File: src/rtl/multi_lat_valid_pkg.sv
// Purpose : shared mode encoding and helpers for the multi-latency valid/tag pipe.
// Latency : n/a (constants and a compile-time helper only).
// Backpressure: n/a.
package multi_lat_valid_pkg;

    // Op modes presented on i_mode; each selects one of LAT0..LAT3.
    localparam logic [1:0] MODE_MUL  = 2'd0;
    localparam logic [1:0] MODE_DIV  = 2'd1;
    localparam logic [1:0] MODE_SQRT = 2'd2;
    localparam logic [1:0] MODE_PASS = 2'd3;

    // Largest of four latencies; sizes the slot array.
    function automatic int max4(input int a, input int b, input int c, input int d);
        int m;
        m = a;
        if (b > m) m = b;
        if (c > m) m = c;
        if (d > m) m = d;
        return m;
    endfunction

endpackage

File: src/rtl/multi_lat_valid.sv
// Purpose : carries valid + tag through a per-mode latency so the tag emerges with the op's result.
// Latency : LAT[i_mode] enabled cycles from accept to o_valid; stalled cycles (en=0) add 1:1.
// Backpressure: i_ready drops on stall, flush, or when the op's result slot would collide.
// Ports   : clk/reset_l (async active-low); en advance enable; flush clears in-flight ops;
//           i_valid/i_mode/i_tag/i_ready issue handshake; o_valid/o_tag result; inflight count.
module multi_lat_valid
    import multi_lat_valid_pkg::*;
#(
    parameter int WIDTH = 1,
    parameter int LAT0  = 4,
    parameter int LAT1  = 8,
    parameter int LAT2  = 16,
    parameter int LAT3  = 1,
    localparam int MAXLAT = max4(LAT0, LAT1, LAT2, LAT3),
    localparam int CW     = $clog2(MAXLAT + 1)
) (
    input  logic             clk,
    input  logic             reset_l,
    input  logic             en,
    input  logic             flush,
    input  logic             i_valid,
    input  logic [1:0]       i_mode,
    input  logic [WIDTH-1:0] i_tag,
    output logic             i_ready,
    output logic             o_valid,
    output logic [WIDTH-1:0] o_tag,
    output logic [CW-1:0]    inflight
);

    typedef struct packed {
        logic             v;
        logic [WIDTH-1:0] tag;
    } slot_t;

    // slots[0] drives the result port; an op of latency L lands in slots[L-1].
    slot_t           slots    [MAXLAT];
    slot_t           slots_nx [MAXLAT];
    logic [MAXLAT:0] occ;      // occupancy with a constant-empty slot at index MAXLAT
    logic [CW-1:0]   lat_sel;
    logic [CW-1:0]   wr_idx;
    logic            accept;

    always_comb begin
        case (i_mode)
            MODE_MUL:  lat_sel = CW'(LAT0);
            MODE_DIV:  lat_sel = CW'(LAT1);
            MODE_SQRT: lat_sel = CW'(LAT2);
            default:   lat_sel = CW'(LAT3);
        endcase
    end

    always_comb begin
        occ = '0;
        for (int k = 0; k < MAXLAT; k++) begin
            occ[k] = slots[k].v;
        end
    end

    // The entry in slots[L] moves into slots[L-1] this edge, so a new op of
    // latency L would land on top of it: refuse the issue until it has passed.
    assign i_ready = reset_l & en & ~flush & ~occ[lat_sel];
    assign accept  = i_valid & i_ready;
    assign wr_idx  = lat_sel - CW'(1);

    // Next slot contents for an enabled edge: shift toward slot 0, then insert.
    always_comb begin
        for (int k = 0; k < MAXLAT - 1; k++) begin
            slots_nx[k] = slots[k + 1];
        end
        slots_nx[MAXLAT-1] = '0;
        for (int k = 0; k < MAXLAT; k++) begin
            if (accept && (wr_idx == CW'(k))) begin
                slots_nx[k] = {1'b1, i_tag};
            end
        end
    end

    always_ff @(posedge clk or negedge reset_l) begin
        if (!reset_l) begin
            for (int k = 0; k < MAXLAT; k++) begin
                slots[k] <= '0;
            end
            inflight <= '0;
        end else if (flush) begin
            // Only the valid bits are cleared; stale tags are harmless.
            for (int k = 0; k < MAXLAT; k++) begin
                slots[k].v <= 1'b0;
            end
            inflight <= '0;
        end else if (en) begin
            for (int k = 0; k < MAXLAT; k++) begin
                slots[k] <= slots_nx[k];
            end
            // accept and an exiting result in the same cycle cancel out.
            inflight <= inflight + CW'(accept) - CW'(slots[0].v);
        end
    end

    assign o_valid = slots[0].v;
    assign o_tag   = slots[0].tag;

endmodule
File: config.mk
export PLATFORM = sky130hd
export DESIGN_NAME = multi_lat_valid
export DESIGN_NICKNAME = d
export VERILOG_FILES = /design/src/rtl/multi_lat_valid_pkg.sv /design/src/rtl/multi_lat_valid.sv
export SDC_FILE = /design/constraint.sdc
export NUM_CORES = 1
export LEC_CHECK = 0
export BUFFER_PORTS_ARGS = -buffer_cell sky130_fd_sc_hd__buf_2
export CAP_MARGIN = 25
export CORE_MARGIN = 4
export CORE_UTILIZATION = 53
export CTS_CLUSTER_DIAMETER = 150
export DETAILED_ROUTE_END_ITERATION = 16
export GPL_ROUTABILITY_DRIVEN = 1
export HOLD_SLACK_MARGIN = 0.05
export PLACE_DENSITY = 0.83
export SKIP_CTS_REPAIR_TIMING = 1
export SYNTH_ARGS = -nofsm -noshare
export SYNTH_HDL_FRONTEND = slang
export SYNTH_SLANG_ARGS = --single-unit
export TNS_END_PERCENT = 30
File: constraint.sdc
create_clock -name clk -period 3.4 [get_ports clk]
set_input_delay 0 -clock clk [delete_from_list [all_inputs] [get_ports clk]]
set_output_delay 0 -clock clk [all_outputs]
set_load 0.01 [all_outputs]
==> metrics.txt <==
WL final=3620 µm; H-tree levels=2; CTS root buffer=clkbuf_8; DR pass1 iterations=4; commonest cells after routing, fill and taps aside=39 x nand2_1, 37 x dfrtp_1, 29 x nor2_1; Vias=1494; wire per inst=roughly 13 µm; register area share after synthesis=0.470; vias per cell=5.45; Yosys top cell area share=0.470; Post-synth top flop=dfrtp_1; Layout Skew=roughly 0.0052 ns; Residual DRC=0; final worst path period share=0.945; syn_nets=230; CTS tree=done; CP required=~3.6 ns; commonest non-fill, non-tap cell in the layout=nand2_1; Avg Inst Size Synth=approximately 9.4 µm²; clk_lat worst skew=around 0.28 ns; Cell Count, Final, Fillers Out=roughly 270; DRT iter0 DRCs=93; Yosys Warn Count=0; fin nets=248; clock tree buffer depth=2; run status=finished, final reports clean; crit path max fanout=4; placed insts=about 270; post-layout minimum cycle time=3.21 ns; Area contributors post-synth=dfrtp_1 47%, mux2i_1 8.1%, nand2_1 7.4%; Critical path buffers and inverters=2; setup total negative slack=0 ns; final setup vio count=0; Synth cell types=35; Power Total=1010 µW; antenna cells=0; Data arrival, critical path=3.38 ns; Static Leak=0.00108 µW; clk sinks=37; DIE WIDTH=approximately 70 µm; Mapped Area=between 0.0015 and 0.002 mm²; ys async rst share=1.00; Core Box Area=0.00347 mm²; Die Y=68.9 µm; Power Density=~460 mW/mm²; unrepaired setup endpoints after global routing=no; gr usage total=0.178; CP Capture Type=flop; CP top delay family=adder cells; Critical Path, Cell by Cell=mux4_2, or2_1, a31oi_2, nand2_1, ha_1, inv_1, ha_1, inv_1, fa_2, nor2b_1, o21ai_1, and3_1, o21ai_1, xor2_1, nor2_1; cts bufs inserted=5; share of cells above drive strength 1=0.140; Layout Area Growth over Synthesis=11.6%; Slew headroom=0.610; io pins=16; fin util=0.633; crit path max-delay cell type=mux4_2; Cells after Synth=210; Max-Cap Viols=0; Synth Register Bits=37; initial antenna violation count=0; Startpoint Class=flop; Cell Rows=21; Final Max Tran Viols=0; IR drop worst, VDD=around 270 µV; Hold/Removal Path Class=in -> reg; grt total ovfl=0; clock-pin slew on the worst setup and hold paths=0.07 ns; first-pass GRT wire length=about 6300 µm; Fmax achieved=slightly above 300 MHz; full die area=around 0.0048 mm²; Hold Fails Final Rpt=0; remaining antenna violation count=0; initial core utilization=0.567; vias in the first global route=1408; DP Wirelength=between 2000 and 3000 µm; leading area contributor after synthesis=dfrtp_1; number of flops mapped to enable cells by yosys=0; peak per-stage delay on the critical path=between 0.4 and 0.5 ns; IO Port Bufs=15; largest net degree at the start of global routing=40; GP Congestion=between 0.7 and 0.8; fillcell total=~280; worst slew pin tran=around 0.58 ns; WS Path Type=reg -> reg
-- kinds of logic after synthesis --
kind of cell	count (synthesis)	synth area share
AO/OA/AOI/OAI	25	0.0871
XOR/XNOR	3	0.0134
flip-flops	37	0.470
adder cells (fa/ha/maj)	12	0.0801
multiplexers	17	0.0928
buffers and inverters	25	0.0515
AND/OR/NAND/NOR	91	0.205
-- layer usage --
| metal | routed length [µm] | global-route usage |
|---|---|---|
| met5 | 0 | 0 |
| met4 | 62 | 0.0730 |
| met1 | 1740 | 0.237 |
| met2 | 1710 | 0.282 |
| met3 | 114 | 0.0389 |
-- worst register-to-register path: stages (launching register included) --
cell and delay [ns]:
dfrtp_1 0.41, mux4_2 0.48, or2_1 0.23, a31oi_2 0.21, nand2_1 0.10, ha_1 0.28, inv_1 0.05, ha_1 0.16
inv_1 0.06, fa_2 0.35, nor2b_1 0.14, o21ai_1 0.08, and3_1 0.18, o21ai_1 0.14, xor2_1 0.17, nor2_1 0.06
-- worst paths after layout --
| check | start | to | slack (ns) | cells past startpoint |
|---|---|---|---|---|
| max | occ[13] | inflight[4] | 0.19 | 15 |
| min | i_tag | slots[0] | 0.06 | 3 |
| max reg2reg | occ[13] | inflight[4] | 0.19 | 15 |
| min reg2reg | o_tag | o_tag | 0.47 | 2 |
| max in group asynchronous | reset_l | occ[12] | 2.74 | 3 |
| min in group asynchronous | reset_l | inflight[0] | 0.32 | 3 |
-- cells in the mapped netlist (2+ instances only) --
master,instances
and2_1,2
a21oi_1,6
xnor2_1,2
mux2i_1,16
nand4_1,3
inv_1,14
a311oi_1,3
dfrtp_1,37
nand3_1,8
nor2b_1,2
ha_1,11
nor2_1,29
clkbuf_1,9
nand2_1,39
a211oi_1,5
a31oi_1,2
o21ai_0,4
-- sequential cells by signal (all words and copies together) (netlist names) --
name / count
occ: 15
slots: 15
inflight: 5
o_tag: 1
o_valid: 1
-- area by class of cell --
| type | instances | area [µm²] | area share |
|---|---|---|---|
| clock buffers | 7 | 86.3 | 0.0393 |
| inverters | 14 | 52.6 | 0.0239 |
| multi-input cells | 148 | 943 | 0.430 |
| flip-flops and latches | 37 | 926 | 0.422 |
| well taps | 46 | 57.6 | 0.0262 |
| repair buffers | 22 | 130 | 0.0593 |
-- metrics by stage --
stage / instance area, µm² / setup slack (ns) / hold slack (ns)
floorplan: 1970 / 0.169 / -0.296
global placement: 2100 / 0.249 / 0.0915
detailed placement: 2100 / 0.119 / 0.0908
CTS: 2180 / 0.0609 / -0.212
global route: 2200 / 0.0332 / 0.0946
finish: 2200 / 0.189 / 0.0635
-- where the power goes --
group          internal [µW]  switching, µW
logic                   86.4            110
registers                489           31.0
clock network            161            138
No activity file was read; power rests on OpenSTA's default activity.
